--- src/rtl/seg_pkg.sv ---
// ---------------------------------------------------------------------------
// seg_pkg
// Shared definitions for the seven-segment scan controller:
//   scan_state_e : scan FSM states (IDLE, BLANK, ON)
//   SEG_BLANK    : segment pattern that lights nothing
//   MAX_DIGITS   : largest digit count the controller supports
//   enb_off()    : inactive digit-enable vector for a given polarity and
//                  digit count (bits above n are always 0)
// ---------------------------------------------------------------------------
package seg_pkg;

    typedef enum logic [1:0] {
        IDLE  = 2'd0,
        BLANK = 2'd1,
        ON    = 2'd2
    } scan_state_e;

    localparam logic [6:0] SEG_BLANK  = 7'b0;
    localparam int         MAX_DIGITS = 16;

    function automatic logic [MAX_DIGITS-1:0] enb_off(input logic active_low, input int n);
        logic [MAX_DIGITS-1:0] v;
        v = '0;
        for (int i = 0; i < MAX_DIGITS; i++) begin
            if (active_low && (i < n)) begin
                v[i] = 1'b1;
            end
        end
        return v;
    endfunction

endpackage

--- src/rtl/seg_scan_timebase.sv ---
// ---------------------------------------------------------------------------
// seg_scan_timebase
// Timing counters for the scan controller: the per-slot dwell counter, the
// free-running 4-bit PWM counter and the blink counter/phase.
//   clk, rst_n    : clock, asynchronous active-low reset
//   run_i         : advance the dwell and blink counters
//   restart_i     : clear dwell/blink counters, force blink phase on
//                   (takes priority over run_i)
//   slot_end_o    : dwell counter is on the last cycle of the slot
//   blank_done_o  : dwell counter is on the last guard cycle
//   pwm_cnt_o     : PWM count that applies to the upcoming cycle
//   blink_on_o    : blink phase that applies to the upcoming cycle
// ---------------------------------------------------------------------------
module seg_scan_timebase #(
    parameter int DWELL      = 50000,
    parameter int BLANK_CYC  = 64,
    parameter int BLINK_HALF = 12500000
) (
    input  logic       clk,
    input  logic       rst_n,
    input  logic       run_i,
    input  logic       restart_i,
    output logic       slot_end_o,
    output logic       blank_done_o,
    output logic [3:0] pwm_cnt_o,
    output logic       blink_on_o
);

    localparam int DW = (DWELL > 1) ? $clog2(DWELL) : 1;
    localparam int BW = (BLINK_HALF > 1) ? $clog2(BLINK_HALF) : 1;

    localparam logic [DW-1:0] DWELL_LAST = DW'(DWELL - 1);
    localparam logic [DW-1:0] BLANK_LAST = DW'((BLANK_CYC > 0) ? BLANK_CYC - 1 : 0);
    localparam logic [BW-1:0] BLINK_LAST = BW'(BLINK_HALF - 1);

    logic [DW-1:0] dwell_q, dwell_d;
    logic [3:0]    pwm_q, pwm_d;
    logic [BW-1:0] blink_cnt_q, blink_cnt_d;
    logic          blink_on_q, blink_on_d;

    always_comb begin
        pwm_d       = pwm_q + 4'd1;
        dwell_d     = dwell_q;
        blink_cnt_d = blink_cnt_q;
        blink_on_d  = blink_on_q;
        if (restart_i) begin
            dwell_d     = '0;
            blink_cnt_d = '0;
            blink_on_d  = 1'b1;
        end else if (run_i) begin
            if (dwell_q == DWELL_LAST) begin
                dwell_d = '0;
            end else begin
                dwell_d = dwell_q + DW'(1);
            end
            if (blink_cnt_q == BLINK_LAST) begin
                blink_cnt_d = '0;
                blink_on_d  = ~blink_on_q;
            end else begin
                blink_cnt_d = blink_cnt_q + BW'(1);
            end
        end
    end

    always_ff @(posedge clk or negedge rst_n) begin
        if (!rst_n) begin
            dwell_q     <= '0;
            pwm_q       <= 4'd0;
            blink_cnt_q <= '0;
            blink_on_q  <= 1'b1;
        end else begin
            dwell_q     <= dwell_d;
            pwm_q       <= pwm_d;
            blink_cnt_q <= blink_cnt_d;
            blink_on_q  <= blink_on_d;
        end
    end

    assign slot_end_o   = (dwell_q == DWELL_LAST);
    assign blank_done_o = (BLANK_CYC != 0) && (dwell_q == BLANK_LAST);

    // The parent registers its outputs from next-state values, so the PWM
    // count and blink phase are handed over one cycle early to line up with
    // the cycle in which those outputs are visible.
    assign pwm_cnt_o  = pwm_d;
    assign blink_on_o = blink_on_d;

endmodule

--- src/rtl/seg_scan_ctrl.sv ---
// ---------------------------------------------------------------------------
// seg_scan_ctrl
// Time-multiplexed seven-segment scan controller with blank guard, 16-step
// PWM brightness, per-digit blinking and frame-coherent input latching.
//   clk, rst_n     : clock, asynchronous active-low reset
//   i_en           : scan enable (0 forces IDLE on the next edge)
//   i_digit_seg    : digit k segments {a..g} at [7k+6:7k]
//   i_dp           : decimal point per digit
//   i_blink_mask   : 1 = digit blinks
//   i_bright       : brightness 0 (1/16) .. 15 (full)
//   o_seg          : registered segment drive
//   o_seg_dp       : registered decimal point drive
//   o_seg_enb      : registered digit enables, polarity set by ENB_ACTIVE_LOW
//   o_frame_start  : one-cycle pulse on the first cycle of digit 0
// ---------------------------------------------------------------------------
module seg_scan_ctrl
    import seg_pkg::*;
#(
    parameter int NUM_DIGITS     = 6,
    parameter int CLK_HZ         = 50000000,
    parameter int SCAN_HZ        = 1000,
    parameter int BLANK_CYC      = 64,
    parameter int BLINK_HZ       = 2,
    parameter bit ENB_ACTIVE_LOW = 1'b1
) (
    input  logic                    clk,
    input  logic                    rst_n,
    input  logic                    i_en,
    input  logic [7*NUM_DIGITS-1:0] i_digit_seg,
    input  logic [NUM_DIGITS-1:0]   i_dp,
    input  logic [NUM_DIGITS-1:0]   i_blink_mask,
    input  logic [3:0]              i_bright,
    output logic [6:0]              o_seg,
    output logic                    o_seg_dp,
    output logic [NUM_DIGITS-1:0]   o_seg_enb,
    output logic                    o_frame_start
);

    localparam int DWELL      = CLK_HZ / SCAN_HZ;
    localparam int BLINK_HALF = CLK_HZ / (2 * BLINK_HZ);
    localparam int IDX_W      = (NUM_DIGITS > 1) ? $clog2(NUM_DIGITS) : 1;

    localparam logic [IDX_W-1:0]      LAST_IDX    = IDX_W'(NUM_DIGITS - 1);
    localparam logic [MAX_DIGITS-1:0] ENB_OFF_ALL = enb_off(ENB_ACTIVE_LOW, NUM_DIGITS);
    localparam logic [NUM_DIGITS-1:0] ENB_OFF     = ENB_OFF_ALL[NUM_DIGITS-1:0];

    scan_state_e state_q, state_d;
    logic [IDX_W-1:0] digit_idx_q, digit_idx_d;
    logic frame_start_d;

    logic [7*NUM_DIGITS-1:0] lat_seg_q, lat_seg_d;
    logic [NUM_DIGITS-1:0]   lat_dp_q, lat_dp_d;
    logic [NUM_DIGITS-1:0]   lat_mask_q, lat_mask_d;
    logic [3:0]              lat_bright_q, lat_bright_d;

    logic [6:0]            seg_q, seg_d;
    logic                  dp_q, dp_d;
    logic [NUM_DIGITS-1:0] enb_q, enb_d;
    logic                  fs_q;

    logic       slot_end;
    logic       blank_done;
    logic [3:0] pwm_cnt;
    logic       blink_on;
    logic       tb_restart;

    // Counters are cleared whenever the scan is (or is about to be) idle, so
    // every enable run starts digit 0 with a fresh slot and blink phase on.
    assign tb_restart = (state_q == IDLE) || !i_en;

    seg_scan_timebase #(
        .DWELL      (DWELL),
        .BLANK_CYC  (BLANK_CYC),
        .BLINK_HALF (BLINK_HALF)
    ) u_timebase (
        .clk          (clk),
        .rst_n        (rst_n),
        .run_i        (i_en),
        .restart_i    (tb_restart),
        .slot_end_o   (slot_end),
        .blank_done_o (blank_done),
        .pwm_cnt_o    (pwm_cnt),
        .blink_on_o   (blink_on)
    );

    always_comb begin
        state_d       = state_q;
        digit_idx_d   = digit_idx_q;
        frame_start_d = 1'b0;
        if (!i_en) begin
            state_d     = IDLE;
            digit_idx_d = '0;
        end else begin
            case (state_q)
                IDLE: begin
                    frame_start_d = 1'b1;
                    digit_idx_d   = '0;
                    if (BLANK_CYC == 0) state_d = ON;
                    else                state_d = BLANK;
                end
                BLANK: begin
                    if (blank_done) state_d = ON;
                end
                ON: begin
                    if (slot_end) begin
                        if (BLANK_CYC == 0) state_d = ON;
                        else                state_d = BLANK;
                        if (digit_idx_q == LAST_IDX) begin
                            digit_idx_d   = '0;
                            frame_start_d = 1'b1;
                        end else begin
                            digit_idx_d = digit_idx_q + IDX_W'(1);
                        end
                    end
                end
                default: begin
                    state_d     = IDLE;
                    digit_idx_d = '0;
                end
            endcase
        end
    end

    // Inputs pass into the latches only on a frame start; the output mux uses
    // the _d copies so a frame-start cycle already shows the incoming values.
    always_comb begin
        lat_seg_d    = lat_seg_q;
        lat_dp_d     = lat_dp_q;
        lat_mask_d   = lat_mask_q;
        lat_bright_d = lat_bright_q;
        if (frame_start_d) begin
            lat_seg_d    = i_digit_seg;
            lat_dp_d     = i_dp;
            lat_mask_d   = i_blink_mask;
            lat_bright_d = i_bright;
        end
    end

    always_comb begin
        enb_d = ENB_OFF;
        seg_d = SEG_BLANK;
        dp_d  = 1'b0;
        if (state_d == ON) begin
            seg_d = lat_seg_d[int'(digit_idx_d) * 7 +: 7];
            dp_d  = lat_dp_d[digit_idx_d];
            if ((pwm_cnt <= lat_bright_d) && !(!blink_on && lat_mask_d[digit_idx_d])) begin
                enb_d[digit_idx_d] = ~ENB_ACTIVE_LOW;
            end
        end
    end

    always_ff @(posedge clk or negedge rst_n) begin
        if (!rst_n) begin
            state_q      <= IDLE;
            digit_idx_q  <= '0;
            lat_seg_q    <= '0;
            lat_dp_q     <= '0;
            lat_mask_q   <= '0;
            lat_bright_q <= 4'd0;
            seg_q        <= SEG_BLANK;
            dp_q         <= 1'b0;
            enb_q        <= ENB_OFF;
            fs_q         <= 1'b0;
        end else begin
            state_q      <= state_d;
            digit_idx_q  <= digit_idx_d;
            lat_seg_q    <= lat_seg_d;
            lat_dp_q     <= lat_dp_d;
            lat_mask_q   <= lat_mask_d;
            lat_bright_q <= lat_bright_d;
            seg_q        <= seg_d;
            dp_q         <= dp_d;
            enb_q        <= enb_d;
            fs_q         <= frame_start_d;
        end
    end

    assign o_seg         = seg_q;
    assign o_seg_dp      = dp_q;
    assign o_seg_enb     = enb_q;
    assign o_frame_start = fs_q;

endmodule

--- config.mk ---
export PLATFORM = sky130hd
export DESIGN_NAME = seg_scan_ctrl
export DESIGN_NICKNAME = d
export VERILOG_FILES = /design/src/rtl/seg_pkg.sv /design/src/rtl/seg_scan_timebase.sv /design/src/rtl/seg_scan_ctrl.sv
export SDC_FILE = /design/constraint.sdc
export NUM_CORES = 1
export LEC_CHECK = 0
export BUFFER_PORTS_ARGS = -buffer_cell sky130_fd_sc_hd__buf_2
export CORE_MARGIN = 3
export CORE_UTILIZATION = 52
export CTS_CLUSTER_DIAMETER = 80
export CTS_CLUSTER_SIZE = 10
export DETAILED_ROUTE_END_ITERATION = 10
export GPL_TIMING_DRIVEN = 1
export PLACE_DENSITY = 0.81
export SYNTH_ARGS = -nofsm -noshare
export SYNTH_HDL_FRONTEND = slang
export SYNTH_SLANG_ARGS = --single-unit
--- constraint.sdc ---
create_clock -name clk -period 3.5 [get_ports clk]
set_input_delay 0.35 -clock clk [delete_from_list [all_inputs] [get_ports clk]]
set_output_delay 0.35 -clock clk [all_outputs]
set_load 0.05 [all_outputs]
==> results.md <==
Drt:
- In this run the remaining antenna-violating nets after routing total 0.
- After detailed routing, the average wire length per cell comes to 17.0 um.
- The number of DRC violations after detailed-routing iteration 0 is 286.
- The first detailed-routing pass ran for 5 iterations.
- The final wirelength is 12600 um.
- The DRC violation count after routing is 0.
- The mean number of vias per cell is 5.69.
- The detailed-route via count is 4233.

Synth:
- Yosys mapped the design onto 55 distinct sky130hd cell types.
- The sequential share of the synthesized area is around 52%.
- The number of nets in the synthesized netlist is 580.
- Summing every instance area after synthesis gives slightly below 6000 um2.
- The number of flip-flops and latches in the synthesized netlist is 123.
- The commonest register cell after synthesis is dfrtp_1.
- For this run, the number of Yosys warnings is 0.
- The biggest area contributor in the post-synthesis netlist is dfrtp_1.
- Yosys attributes the largest share of cell area to dfrtp_1, mux2_2, nor2_1.
- The number of synthesized flops with an enable pin is 0.
- The average cell area after synthesis is 11.6 um2.
- The number of instances in the synthesized netlist is 508.
- The proportion of register bits with asynchronous set or reset after synthesis is 100%.
- The area fraction of the dominant cell type after synthesis is 49.4%.

Setup path:
- The path depth of the worst reg2reg path is 12.
- The worst register-to-register path has a setup slack of around 160 ps.
- For this design, the slowest cell found on the critical path is or4_4.
- The signal on the critical path passes through or4_4 > nor3b_4 > a21boi_4 > mux2i_2 > ha_1 > nor2b_1 > o21a_1 > o21a_1 > o21ai_0 > nand3_2 > nor3_1 > o21ai_0.
- Along the worst path, the maximum fanout reaches 6.
- The endpoint identified for the worst register-to-register timing path is o_seg_enb[4].
- The critical path arrival is between 3000 and 4000 ps.
- By startpoint and endpoint, the worst setup path is classified as register to register.
- The type of element launching the critical path is a register.
- The sort of element at the end of the critical path is a register.
- The critical path required time is 3820 ps.
- For this run, the slowest stage of the critical path takes 570 ps.
- The startpoint of the worst-slack reg-to-reg timing path is u_timebase.dwell_q[11].

Clock network:
- The clock sink count is 123.
- The clock-pin slew on the worst setup and hold paths is 60 ps.
- The number of buffers created by CTS is 17.
- The maximum number of buffers from clock root to sink is 2.
- Buffers inserted to repair hold after CTS numbered 0.
- At the later pin of the worst-skew pair, clock insertion delay measures 410 ps.
- The deepest level of the CTS H-tree is 4.
- The CTS tree is done.
- The tree is rooted in a clkbuf_16.

GRT:
- For met2 alone, demand over resource in global routing was between 30% and 40%.
- The total overflow reported by the global router is 0.
- Global routing used between 20% and 30% of the available tracks across all layers.
- For this run, global-route usage on met3 was measured as 5.77%.
- The first global-routing pass estimated 20700 um of wire.
- The initial antenna violation count is 0.
- Entering global routing, the biggest net connects 63 pins.
- The global routing met1 resource utilization is between 20% and 30%.
- The most heavily used metal layer in global routing is met2.
- The number of global-route vias before repair was roughly 4300.

Final layout:
- The number of antenna repair diodes is 0.
- The most frequent standard cell in the layout excluding fill and tap cells is dfrtp_1.
- The layout cell share with drive strength beyond 1 is between 30% and 40%.
- The total number of nets in the final design is 663.
- The top cell types in the final layout, fill and taps aside, are dfrtp_1, buf_2, mux2_2, nor2_1, nand2_1.
- Relative to the synthesized area, the layout overhead comes to 19.9%.

Placed design:
- The quantity of I/O buffers inserted on ports is 75.
- Routability-driven placement finished with a final weighted congestion of just under 0.9.
- The HPWL after detailed placement is 8650 um.

Pwr:
- For this design the ratio of total power to cell area is around 540 nW/um2.
- The peak supply drop is between 400 and 500 uV.
- Registers are responsible for roughly two fifths of the overall power.
- Cell internal power was estimated by the tool at approximately 3.0 mW.
- The analysis attributes to net switching a power of around 0.82 mW.
- The clock share of power is 49.7%.
- The proportion of total power due to net switching is 21.6%.
- The combinational share of power is 9.1%.
- In this run the static leakage power is 3.15 nW.

Floorplan:
- The die is 112 um tall.
- 76 I/O pins were placed.
- The die covers between 10000 and 15000 um2.
- The starting density of the core is 53.8%.
- The placement row count is 38.
- After floorplanning, the core was sized to cover between 10000 and 15000 um2.
- The floorplan die width is around 110 um.

STA:
- The final clock period utilization by the worst path is 95.5%.
- The number of pins with negative max-slew slack in the final report is 0.
- The worst hold margin is 16.6 ps.
- Adding up every negative setup slack in the final design gives 0 ps.
- Based on the critical path, the design can be clocked at up to ~0.3 GHz.
- Setup violations remaining at the end of the flow were counted as 0.
- The setup skew after layout is approximately 11 ps.
- Setup repair after global routing could not meet its margin everywhere.
- The number of failing hold endpoints at the final stage was 0.
- In this run the tightest slew margin relative to its limit is 47.3%.
- At the pin with the least slew margin, the transition time is 790 ps.
- The time the final worst path needs with I/O delays and setup is 3340 ps.

Flow run:
- The tool flagged a number of max-cap violations equal to 0.

Outcome:
- The run finished with clean final reports.

Hold path:
- The class of the worst hold path is primary input to asynchronous set/reset pin.
through the flow:
stage	cell area, um2	std cells	util [%]	worst slack [ps]	power, mW
finish	7050	744	64.5	159	3.79
global route	7050	744	64.5	-50.1	3.94
CTS	7020	743	64.2	169	3.82
detailed placement	6380	711	58.3	166	1.93
global placement	6380	711	58.3	378	1.90
floorplan	5880	508	-	151	1.81
power by group through the flow:
stage,Sequential (mW),Combinational [mW],Clock (mW)
detailed placement,1.59,0.346,0
finish,1.56,0.345,1.89
global placement,1.58,0.326,0
floorplan,1.58,0.235,0
global route,1.57,0.386,1.98
CTS,1.56,0.348,1.91
worst max-delay path, delay by kind of cell (launching register included):
kind / cells / cell delay [ps]
AND/OR/NAND/NOR: 5 / 1490
adder cells (fa/ha/maj): 1 / 270
flip-flops: 1 / 420
AO/OA/AOI/OAI: 5 / 810
multiplexers: 1 / 250
kinds of logic (layout without fill, tap and decap cells):
logic type	after synthesis	after routing	share of synthesized area [%]
adder cells (fa/ha/maj)	11	11	2.34
buffers and inverters	33	129	2.94
XOR/XNOR	38	38	5.66
flip-flops	123	123	52.5
AND/OR/NAND/NOR	172	172	14.5
multiplexers	75	75	14.2
AO/OA/AOI/OAI	56	56	7.87
cell type report:
class	count	area, um2
fill	806	3880
tap	140	175
timing repair buffer	82	443
multi-input combinational	352	2640
inverter	15	56.3
sequential	123	3090
clock buffer	23	488
clock inverter	9	159
flip-flops by register name, summed over array words and instances (netlist names), 2 cells and up:
signal                  count
lat_seg_q                  42
u_timebase.blink_cnt_q     24
u_timebase.dwell_q         16
o_seg                       7
lat_dp_q                    6
lat_mask_q                  6
o_seg_enb                   6
lat_bright_q                4
u_timebase.pwm_q            4
digit_idx_q                 3
state_q                     2
synth_stat cells, types with 2 or more instances:
cell type	number
or2_1	3
nor2_1	55
dfstp_2	7
o221ai_1	2
nand4_1	5
xor2_1	23
or2_2	2
a21o_1	2
dfrtp_1	116
o22ai_1	2
nand3_1	26
xnor2_1	15
buf_2	6
mux2i_1	7
nor4bb_1	2
inv_1	14
and2_1	3
nand2b_1	8
a31oi_1	3
ha_1	11
buf_6	5
a22oi_1	2
clkbuf_1	6
o21a_1	2
mux2_2	68
nand2_1	30
nor2b_1	3
o221ai_2	7
nor4_1	3
nor3_1	10
o211ai_1	7
o21ai_0	9
and3_1	15
a21oi_1	8
repair_timing:
action                                  CTS  global route
endpoints found under the setup margin    0             6
resized for setup                         0             4
buffers inserted                          0             1
layer usage:
metal | up-vias | wire [um]
met1 | 2128 | 5500
li1 | 1963 | -
met4 | 0 | 213
met2 | 111 | 6290
met3 | 31 | 629
met5 | - | 0
how the worst max path moves through the flow:
stage                                       from      endpoint
after floorplan                       state_q[0]  o_seg_enb[0]
after global placement    u_timebase.dwell_q[11]  o_seg_enb[4]
after detailed placement  u_timebase.dwell_q[11]  o_seg_enb[4]
after CTS                 u_timebase.dwell_q[11]  o_seg_enb[4]
after global routing      u_timebase.dwell_q[11]  o_seg_enb[4]
final                     u_timebase.dwell_q[11]  o_seg_enb[4]
No activity file was read; power rests on OpenSTA's default activity.
